`config.mk`:
```
export PLATFORM = sky130hd
export DESIGN_NAME = noc_output_arbiter
export DESIGN_NICKNAME = d
export VERILOG_FILES = /design/src/rtl/noc_output_arbiter.sv
export SDC_FILE = /design/constraint.sdc
export NUM_CORES = 1
export LEC_CHECK = 0
export ABC_AREA = 1
export BUFFER_PORTS_ARGS = -buffer_cell sky130_fd_sc_hd__buf_2
export CELL_PAD_IN_SITES_DETAIL_PLACEMENT = 1
export CELL_PAD_IN_SITES_GLOBAL_PLACEMENT = 1
export CORE_AREA = 2 2 161 163
export CTS_CLUSTER_SIZE = 8
export DETAILED_ROUTE_END_ITERATION = 7
export DIE_AREA = 0 0 163 165
export GPL_TIMING_DRIVEN = 0
export PLACE_DENSITY_LB_ADDON = 0.1
export SLEW_MARGIN = 20
export SYNTH_ARGS = -nofsm -noshare
export SYNTH_HDL_FRONTEND = slang
export SYNTH_SLANG_ARGS = --single-unit
```
`constraint.sdc`:
```
create_clock -name clk -period 11.4 [get_ports clk]
set_clock_uncertainty 0.05 [all_clocks]
set_input_delay 1.14 -clock clk [delete_from_list [all_inputs] [get_ports clk]]
set_output_delay 1.14 -clock clk [all_outputs]
set_load 0.05 [all_outputs]
```
`src/rtl/noc_output_arbiter.sv`:
```
// Output-port arbiter for a NoC router: round-robin packet ownership between
// requesters, with a single registered flit stage toward the downstream link.
module noc_output_arbiter #(
  parameter int REQUESTERS = 5,
  parameter int FLIT_WIDTH = 64
) (
  input  logic                             clk,
  input  logic                             rst,
  input  logic [REQUESTERS-1:0]            i_request,
  input  logic [REQUESTERS-1:0]            i_free,
  output logic [REQUESTERS-1:0]            o_grant,
  input  logic [REQUESTERS-1:0]            i_valid,
  output logic [REQUESTERS-1:0]            o_ready,
  input  logic [REQUESTERS*FLIT_WIDTH-1:0] i_flit,
  output logic                             o_valid,
  input  logic                             i_ready,
  output logic [FLIT_WIDTH-1:0]            o_flit
);

  localparam int PTR_W = (REQUESTERS > 1) ? $clog2(REQUESTERS) : 1;

  typedef enum logic {IDLE = 1'b0, BUSY = 1'b1} state_t;

  state_t                  state_q, state_d;
  logic [REQUESTERS-1:0]   grant_q, grant_d;
  logic [PTR_W-1:0]        ptr_q, ptr_d;
  logic [PTR_W-1:0]        gidx;
  logic                    release_w;
  logic                    accept_w;
  logic [FLIT_WIDTH-1:0]   sel_flit;
  logic                    valid_q, valid_d;
  logic [FLIT_WIDTH-1:0]   flit_q, flit_d;

  // Round-robin pick: first requester at base+1, base+2, ... (mod REQUESTERS).
  function automatic logic [REQUESTERS-1:0] pick_next(
    input logic [REQUESTERS-1:0] req,
    input logic [PTR_W-1:0]      base
  );
    logic [REQUESTERS-1:0] g;
    logic                  found;
    int                    idx;
    g     = '0;
    found = 1'b0;
    for (int i = 1; i <= REQUESTERS; i++) begin
      idx = (int'(base) + i) % REQUESTERS;
      if (!found && req[idx]) begin
        g[idx] = 1'b1;
        found  = 1'b1;
      end
    end
    return g;
  endfunction

  always_comb begin
    gidx     = '0;
    sel_flit = '0;
    for (int i = 0; i < REQUESTERS; i++) begin
      if (grant_q[i]) gidx = PTR_W'(i);
      sel_flit = sel_flit | ({FLIT_WIDTH{grant_q[i]}} & i_flit[i*FLIT_WIDTH +: FLIT_WIDTH]);
    end
  end

  assign release_w = (state_q == BUSY) && |(i_free & grant_q);

  always_ff @(posedge clk) begin
    if (rst) begin
      state_q <= IDLE;
      grant_q <= '0;
      ptr_q   <= PTR_W'(REQUESTERS - 1);
    end else begin
      state_q <= state_d;
      grant_q <= grant_d;
      ptr_q   <= ptr_d;
    end
  end

  always_comb begin
    state_d = state_q;
    grant_d = grant_q;
    ptr_d   = ptr_q;
    unique case (state_q)
      IDLE: begin
        if (|i_request) begin
          grant_d = pick_next(i_request, ptr_q);
          state_d = BUSY;
        end
      end
      BUSY: begin
        // On release the search restarts just past the owner that let go.
        if (release_w) begin
          ptr_d = gidx;
          if (|i_request) begin
            grant_d = pick_next(i_request, gidx);
          end else begin
            grant_d = '0;
            state_d = IDLE;
          end
        end
      end
      default: begin
        state_d = IDLE;
        grant_d = '0;
      end
    endcase
  end

  always_comb begin
    o_ready  = grant_q & {REQUESTERS{~valid_q | i_ready}};
    accept_w = |(i_valid & o_ready);
  end

  always_comb begin
    valid_d = valid_q;
    flit_d  = flit_q;
    if (accept_w) begin
      valid_d = 1'b1;
      flit_d  = sel_flit;
    end else if (i_ready) begin
      valid_d = 1'b0;
    end
  end

  // Output register drains independently of ownership changes.
  always_ff @(posedge clk) begin
    if (rst) begin
      valid_q <= 1'b0;
      flit_q  <= '0;
    end else begin
      valid_q <= valid_d;
      flit_q  <= flit_d;
    end
  end

  assign o_grant = grant_q;
  assign o_valid = valid_q;
  assign o_flit  = flit_q;

  a_grant_onehot: assert property (@(posedge clk) disable iff (rst) $onehot0(grant_q));

endmodule

```
; ---- Word level (Yosys, flattened, before mapping)
; Cells that the tools add are included.
; Widths: inputs -> output; s select.
[word_totals]
in_bits = 338
register_bits = 74
wordCells = 224
[op_classes]
order_cmp = 20
eq_ne = 2
n_mux = 121
n_div = 10
bitwise_logic = 23
n_reduce_logical = 33
add_sub_neg = 10
[op_table]
columns = op, count
row1 = $and 64x64->64, 5
row2 = $ge 32x1->1 const B, 10
row3 = $lt 32x5->1 const B, 10
row4 = $mod 32x4->32 const B, 10
row5 = $or 64x64->64, 4
row6 = $mux 5, 33
row7 = $mux 1, 63
row8 = $or 5x5->5, 8
row9 = $bmux 1 s3, 10
row10 = $demux 1 s3, 10
row11 = $logic_and 1x1->1, 19
row12 = $add 3x2->4 const B, 4
row13 = $add 3x3->4 const B, 4
row14 = $and 5x5->5, 3
row15 = $reduce_or 5->1, 3
row16 = $pmux 5 s2, 1
row17 = $add 3x1->4 const B, 2
row18 = $logic_not 1->1, 8
row19 = $mux 2, 2
row20 = $reduce_and 2->1, 2
row21 = $mux 3, 1
row22 = $ne 2x1->1 const B, 1
row23 = $ne 2x2->1 const B, 1
row24 = $not 1->1, 2
row25 = 3 further kinds, 3

; ---- Depth between registers and ports, before layout
; Gate-level depths: netlist of run 1.
[logic_depth]
depth_word = 37
mapped_depth = 29

; ---- Worst setup path before layout of run 1
; Ideal clock, no wire load.
[synth_path]
path_type = register to register
startpoint = register grant_q[3] (netlist: o_grant[3])
endpoint = register grant_q[3] (netlist: o_grant[3])
setup_ns = 0.070
arrival_ns = 3.505
stages_incl_launch_ff = 21
t_required_ns = 11.280
slack_ns = 7.775
path_cell_list = dfxtp_1 -> buf_2 -> inv_2 -> a21oi_1 -> ha_1 -> inv_1 -> ha_1 -> or2_2 -> o21ai_1 -> inv_1 -> nor2_1 -> o211ai_1 -> nand3_1 -> nand3_1 -> inv_2 -> nand2_1 -> nand3_1 -> nor2_1 -> a21oi_1 -> nor2_1 -> a21oi_1
[synth_via]
elab_chain_cells = 35
elab_cells_between_ends = 105
[synth_lines]
columns = element, line
row1 = "start, declared", 25  ; logic [REQUESTERS-1:0] grant_q, grant_d;
row2 = "start signal, assigned", 72  ; grant_q <= grant_d;
row3 = $mux 2 (*), 58  ; if (grant_q[i]) gidx = PTR_W'(i);
row4 = $mux 3 (*), 58
row5 = via gidx[0], 27  ; logic [PTR_W-1:0] gidx;
row6 = "parallel branches: the longest is 29 deep, another holds $mod 32x4->32", --
row7 = $mux 5 (*), 46  ; if (!found && req[idx]) begin
row8 = $mux 5 (*), 92  ; if (|i_request) begin
row9 = $mux 5 (*), 90  ; if (release_w) begin
row10 = $pmux 5 s2 (*), 81  ; unique case (state_q)
; Mark *: on every way through the listed nets, which the timed path passes. The select of a mux whose other input is x is not followed.
; A chain may end at the register's enable or synchronous reset.

; ---- Final worst setup path of run 1
[layout_path]
startpoint = register grant_q[4] (netlist: o_grant[4])
endpoint = register grant_q[3] (netlist: o_grant[3])
[layout_via]
elab_chain_cells = 34
elab_cells_between_ends = 104
[layout_lines]
columns = element, line
row1 = $mux 3 (*), 58
row2 = via gidx[0], 27
row3 = "parallel branches: the longest is 29 deep, another holds $mod 32x4->32", --
row4 = $mux 5 (*), 46
row5 = $mux 5 (*), 92
row6 = $mux 5 (*), 90
row7 = $pmux 5 s2 (*), 81
; Marks and branches as above.

==> results_dict.tcl, run 1 <==
set metrics [dict create \
    num_vias 10300 \
    drive_gt1_share_pct 31.5 \
    antenna_found_initial 19 \
    detail-route-antenna-nets 0 \
    leakagePower_nw 5.17 \
    yosysUniqueCellTypes 52 \
    syn_area_sq_um 7440 \
    p_sw_share_pct 64.4 \
    hold_viol 0 \
    grt_use_total_pct 29.3 \
    grt-ovfl-total 0 \
    synthCells 1206 \
    rsz0062_at_grt "false" \
    dpl.hpwl_microns 34400 \
    synthesis.nets 1581 \
    synth.area.top_cells "nand2_1 21%, dfxtp_1 20%, a221oi_1 7.8%, ha_1 6.2%, o21ai_0 5.6%" \
    wl_microns 40700 \
    relSlewSlack_pct 36.6 \
    cts_setup_buffers 0 \
    numClockSinks 74 \
    gp_congestion 0.928 \
    die-width_microns 163 \
    area_delta_synth_final_pct 37.3 \
    ys_seq_elements 74 \
    p_sw_w 0.00268 \
    cts_max_level 3 \
    cts_buffers 9 \
    setup_viol 0 \
    final.min_clock_period_ns 4.47 \
    synth_top_family_by_area "simple AND/OR/NAND/NOR gates" \
    start_util_pct 29.7 \
    rows 58 \
    cp.arrival_ns 4.68 \
    port-buffer-count 411 \
    yosys_warnings 0 \
    grt_max_degree 14 \
    critical_path_class "flop to flop" \
    multi_input_area_sq_um 5330 \
    totalPowerFinal_w 0.00416 \
    power_frac_comb_pct 83.6 \
    dr.pass1.iters 5 \
    ir_drop_uv 177 \
    synth-compound-area-share_pct 25.2 \
    synth_top_area_share_pct 20.8 \
    cts_tree "built" \
    p_per_area_nw_per_um2 407 \
    drc 0 \
    routedWlPerCell_microns 20.6 \
    clkLatencyLatePin_ns 0.34 \
    die-area_sq_um 26900 \
    ys_seq_area_share_pct 19.9 \
    worst_pin_slew_ns 0.941 \
    avgSynthCellArea_sq_um 6.17 \
    root_buffer "clkbuf_16" \
    cap_violations 0 \
    synth_ff_type "dfxtp_1" \
    synth-edff-count 0 \
    cts_buffer_depth 2 \
    pwr-share-seq_pct 9.9 \
    via_per_inst 5.21 \
    synthMuxAreaShare_pct 0 \
    fill_cells 3507 \
    hp-class "flop to flop" \
    cts_hold_buf 0 \
    async_flop_share_pct 0 \
    die_h_microns 165 \
    grt_pass1_wl_microns 59600 \
    cp-end-kind "flop" \
    critPathRequiredTime_ns 11.61 \
    yosysTopAreaCell "nand2_1" \
    ctsResizeCount 0 \
    clk_pin_slew_ns 0.07 \
    yosys.area_share.simple_pct 39.4 \
    max_freq_ghz 0.224 \
    intPower_w 0.00148 \
    start_kind "flop" \
    coreArea_sq_um 25000 \
    finalCritPeriodShare_pct 39.2 \
    ios 413 \
    drv_slew 0 \
    synth_xor_area_share_pct 0.706 \
    grt_pass1_vias 10500 \
    finalSetupTns_ns 0 \
    drt_iter0_markers 584 \
    seq_area_sq_um 1480 \
    clkPwrFrac_pct 6.5 \
    nets 2003 \
    cp_max_fo 10 \
    outcome "complete, no violations" \
    synth_fa_ha_area_share_pct 6.22 \
]
==> layout make-up <==
class                   count  area share (%)
inverters                  95            3.53
clock inverters             5           0.380
diodes                     15           0.367
clock buffers              11            2.28
plain buffers              66            2.62
well taps                 330            4.04
repair buffers            411            20.1
multi-input cells         971            52.2
flip-flops and latches     74            14.5
==> cells in the mapped netlist (19+ instances only) <==
library cell / n
nand2_1: 413
dfxtp_1: 74
ha_1: 37
clkbuf_1: 58
a21oi_1: 25
o21ai_0: 84
inv_1: 79
nand4_1: 19
nand3_1: 69
a31oi_1: 57
a221oi_1: 66
nand2_2: 23
nor2_1: 66
==> flip-flops by register name, summed over array words and instances, names as in the netlist <==
register	count
o_flit	64
state_q	1
o_grant	5
o_valid	1
ptr_q	3
==> worst max-delay path: stages (launching register included) <==
cell and delay, ns:
dfxtp_1 0.49, clkbuf_1 0.48, a21oi_1 0.30, ha_1 0.51
inv_1 0.18, ha_1 0.24, a21oi_1 0.27, inv_1 0.12
o21ai_1 0.23, inv_1 0.15, nor2_1 0.15, nand2_1 0.07
nand2_1 0.07, nand3_1 0.18, nor2_2 0.25, nand4_1 0.12
nand3_1 0.09, nor2_1 0.06, a21oi_1 0.13, nor2_1 0.05
a21oi_1 0.18
==> stage by stage <==
| step | setup WS [ns] | std cells | cell area [sq um] | hold slack (ns) | util [%] |
|---|---|---|---|---|---|
| 4_1_cts | 7.00 | 1963 | 10200 | 0.443 | 40.7 |
| 5_1_grt | 6.56 | 1976 | 10200 | 0.452 | 40.8 |
| 6_report | 6.93 | 1978 | 10200 | 0.443 | 40.8 |
| 3_5_place_dp | 7.02 | 1947 | 9910 | 0.433 | 39.6 |
| 2_1_floorplan | 7.78 | 1206 | 7440 | 0.447 | - |
| 3_3_place_gp | 7.14 | 1947 | 9910 | 0.424 | 39.6 |
==> final timing paths <==
check / startpoint / end / slack [ns] / depth (start not counted)
setup / recovery: o_grant[4]$_SDFFE_PP0P_ / o_grant[3]$_SDFFE_PP0P_ / 6.93 / 20
setup reg to reg: o_grant[4]$_SDFFE_PP0P_ / o_grant[3]$_SDFFE_PP0P_ / 6.93 / 20
hold reg to reg: o_flit[60]$_SDFFE_PP0P_ / o_flit[60]$_SDFFE_PP0P_ / 0.44 / 2
hold / removal: o_flit[60]$_SDFFE_PP0P_ / o_flit[60]$_SDFFE_PP0P_ / 0.44 / 2
==> cell families (layout without fill, tap and decap cells) <==
| family | Yosys count | count (layout) |
|---|---|---|
| simple gates | 644 | 644 |
| flops | 74 | 74 |
| xor+xnor | 6 | 6 |
| other cells | 1 | 16 |
| buf+inv | 161 | 588 |
| fa+ha+maj | 37 | 37 |
| compound gates | 283 | 283 |
==> routing by layer <==
metal	vias up	routed length, microns	GRT usage [%]
met1	4875	17100	35.8
met4	10	1260	11.3
met3	78	2540	6.93
li1	5027	-	-
met2	306	19800	49.8
met5	-	63	0
==> cell usage in the layout, fill, tap and decap left out, types with 3 or more instances in the layout <==
cell type,Yosys,final
nor4_1,3,3
nand2_1,413,413
nand2_2,23,23
nor2_4,3,3
o211ai_1,6,6
xor2_1,5,5
clkbuf_16,0,9
a21oi_1,25,25
buf_2,4,415
dfxtp_1,74,74
a311oi_1,9,9
o21ai_0,84,84
o22ai_1,3,3
ha_1,37,37
a221oi_1,66,66
o31ai_1,5,5
nor2_1,66,66
nand3_1,69,69
inv_1,79,79
nor2_2,6,6
o2111ai_1,4,4
nand2_4,12,12
diode_2,0,15
inv_2,12,12
o21ai_1,7,7
clkbuf_1,58,60
a21oi_2,3,3
nand4_1,19,19
o21ai_2,5,5
nand3_2,4,4
nand3_4,5,5
a31oi_1,57,57
nor3_1,13,13
==> power groups by stage <==
stage          clock, W  sequential, W  combinational, W
5_1_grt        0.000283       0.000425           0.00386
4_1_cts        0.000274       0.000413           0.00346
3_3_place_gp          0       0.000414           0.00340
6_report       0.000270       0.000414           0.00348
3_5_place_dp          0       0.000417           0.00345
2_1_floorplan         0       0.000676           0.00224
No activity file was read; power rests on OpenSTA's default activity.
==> run 2, diff against run 1 <==
- CORE_AREA: 2 2 161 163 -> not set
- CORE_ASPECT_RATIO: not set -> 1.1
- CORE_MARGIN: not set -> 2
- CORE_UTILIZATION: not set -> 27
- DIE_AREA: 0 0 163 165 -> not set
- clock period: 11.4 -> 3.84 ns (I/O delays scaled with it)
==> run 2 against run 1 <==
  * Power rose to 3.2 times the previous value
  * Global-route usage fell by 0.38 points
  * Non-clock buffer count rose by 26
  * Sequential share of layout area fell by 0.61 points
  * Via count rose by 0.98%
  * Final area rose by 5.4%
==> results_dict.tcl, run 2 (synthesized netlist as in run 1, its figures left out) <==
set metrics [dict create \
    outcome "complete, no violations" \
    cp-end-kind "flop" \
    finalSetupTns_ns 0 \
    port-buffer-count 411 \
    drt_iter0_markers 557 \
    grt_pass1_wl_microns 63000 \
    r2r-start "ptr_q[0]$_SDFFE_PP0P_" \
    numClockSinks 74 \
    rrSetupSlack_ns 0.21 \
    grt-ovfl-total 0 \
    finalCritPeriodShare_pct 94.5 \
    hold_viol 0 \
    die_h_microns 178 \
    max_freq_ghz 0.276 \
    critical_path_depth 27 \
    dpl.hpwl_microns 36200 \
    dp.cells 1974 \
    start_kind "flop" \
    cp_max_fo 10 \
    cts_max_level 3 \
    cts_tree "built" \
    routedWlPerCell_microns 21.3 \
    reg2regPathDepth 27 \
    dpl_cell_area_sq_um 9940 \
    antenna_found_initial 20 \
    relSlewSlack_pct 48.5 \
    detail-route-antenna-nets 0 \
    cts_buffer_depth 2 \
    hold_start "i_flit[256]" \
    area_delta_synth_final_pct 44.7 \
    cts_buffers 9 \
    critical_path_class "flop to flop" \
    nets 2029 \
    hp-class "input port to flop" \
    leakagePower_nw 5.36 \
    ios 413 \
    gp_congestion 0.915 \
    path_delay_family "simple AND/OR/NAND/NOR gates" \
    drv_slew 0 \
    largest_reg_flops 64 \
    cp_slowest_cell "dfxtp_4" \
    die-width_microns 162 \
    final.min_clock_period_ns 3.63 \
    layout_commonest_cell "buf_2" \
    cp.arrival_ns 3.81 \
    critPathRequiredTime_ns 4.02 \
    clk_pin_slew_ns 0.07 \
    setup_viol 0 \
    clkLatencyLatePin_ns 0.35 \
    p_per_area_nw_per_um2 1250 \
    via_per_inst 5.13 \
    coreArea_sq_um 27000 \
    worst_pin_slew_ns 0.773 \
    start_util_pct 27.5 \
    drive_gt1_share_pct 35.5 \
    ir_drop_uv 643 \
    die-area_sq_um 28900 \
    reg2reg_to "o_grant[4]$_SDFFE_PP0P_" \
    cap_violations 0 \
    min_to "o_flit[0]$_SDFFE_PP0P_" \
    rows 63 \
    wl_microns 43200 \
    hold_path_depth 3 \
    root_buffer "clkbuf_16" \
    postLayoutCellArea_sq_um 10800 \
    layout_common_cells "413 x buf_2, 405 x nand2_1, 80 x o21ai_0" \
    cp_common_cell "nand2_1" \
    dr.pass1.iters 5 \
    cp_num_buf_inv 6 \
    drc 0 \
    critPathMaxStageDelay_ns 0.38 \
    grt_use_total_pct 28.9 \
    final_util_pct 39.8 \
    grt_pass1_vias 10600 \
    grt_max_degree 14 \
    num_vias 10400 \
    fin_cells 2028 \
]
## run 2: cell count changes in the layout (fill, tap and decap cells not counted), sizes merged
cell	delta
clkinv	-2
diode	-2
inv	-2
clkinvlp	+1
bufinv	+2
buf	+26
## run 2: worst reg2reg max path, delay by kind of cell, from the launching register on
| kind | cells | cell delay, ns |
|---|---|---|
| adders and majority gates | 2 | 0.48 |
| AOI/OAI and AO/OA | 1 | 0.06 |
| DFF | 1 | 0.38 |
| buffers and inverters | 6 | 0.60 |
| and+or+nand+nor | 18 | 1.97 |
## run 2: how the worst max path moves through the flow
stage | start | endpoint | slack [ns]
floorplan | o_grant[3]$_SDFFE_PP0P_ | o_grant[3]$_SDFFE_PP0P_ | 0.22
global placement | ptr_q[0]$_SDFFE_PP0P_ | o_grant[0]$_SDFFE_PP0P_ | -0.53
detailed placement | ptr_q[0]$_SDFFE_PP0P_ | o_grant[3]$_SDFFE_PP0P_ | -0.61
CTS | ptr_q[0]$_SDFFE_PP0P_ | o_grant[0]$_SDFFE_PP0P_ | -0.005
global route | ptr_q[0]$_SDFFE_PP0P_ | o_grant[4]$_SDFFE_PP0P_ | -0.07
finish | ptr_q[0]$_SDFFE_PP0P_ | o_grant[4]$_SDFFE_PP0P_ | 0.21
## run 2: routing by layer
layer	up-vias	part of all wire [%]	routed length [microns]	global-route usage, %
met5	-	0.22	97	0
met2	314	49	21000	49.2
li1	5082	-	-	-
met4	14	3.3	1450	11.5
met1	4909	41	17700	34.7
met3	78	6.8	2920	7.58
## run 2: through the flow
stage	setup WS (ns)	power, W	hold WS [ns]
floorplan	0.215	0.00865	0.447
global placement	-0.532	0.0113	0.428
detailed placement	-0.614	0.0115	0.434
CTS	-0.00515	0.0127	0.235
global route	-0.0684	0.0146	0.249
finish	0.213	0.0135	0.240
## run 2: power by group
part	internal (W)	switching [W]	total, W
Combinational	0.00345	0.00779	0.0112
Sequential	0.00106	0.000195	0.00125
Clock	0.000603	0.000365	0.000968
Total	0.00511	0.00835	0.0135
## run 2: cell type report
type                    count  area [sq um]
flip-flops and latches     74          1500
plain buffers              66           309
clock buffers              11           253
multi-input cells         971          5540
fillers                  3707         16300
well taps                 357           447
inverters                  95           370
repair buffers            437          2250
clock inverters             4          73.8
diodes                     13          32.5
## run 2: what timing repair did
action / CTS / global route
endpoints found under the setup margin: 5 / 5
hold buffers: 0 / 0
buffers inserted: 1 / 25
resized for setup: 33 / 42
pin swaps: 0 / 12
cloned: 0 / 0
endpoints found under the hold margin: 0 / 0
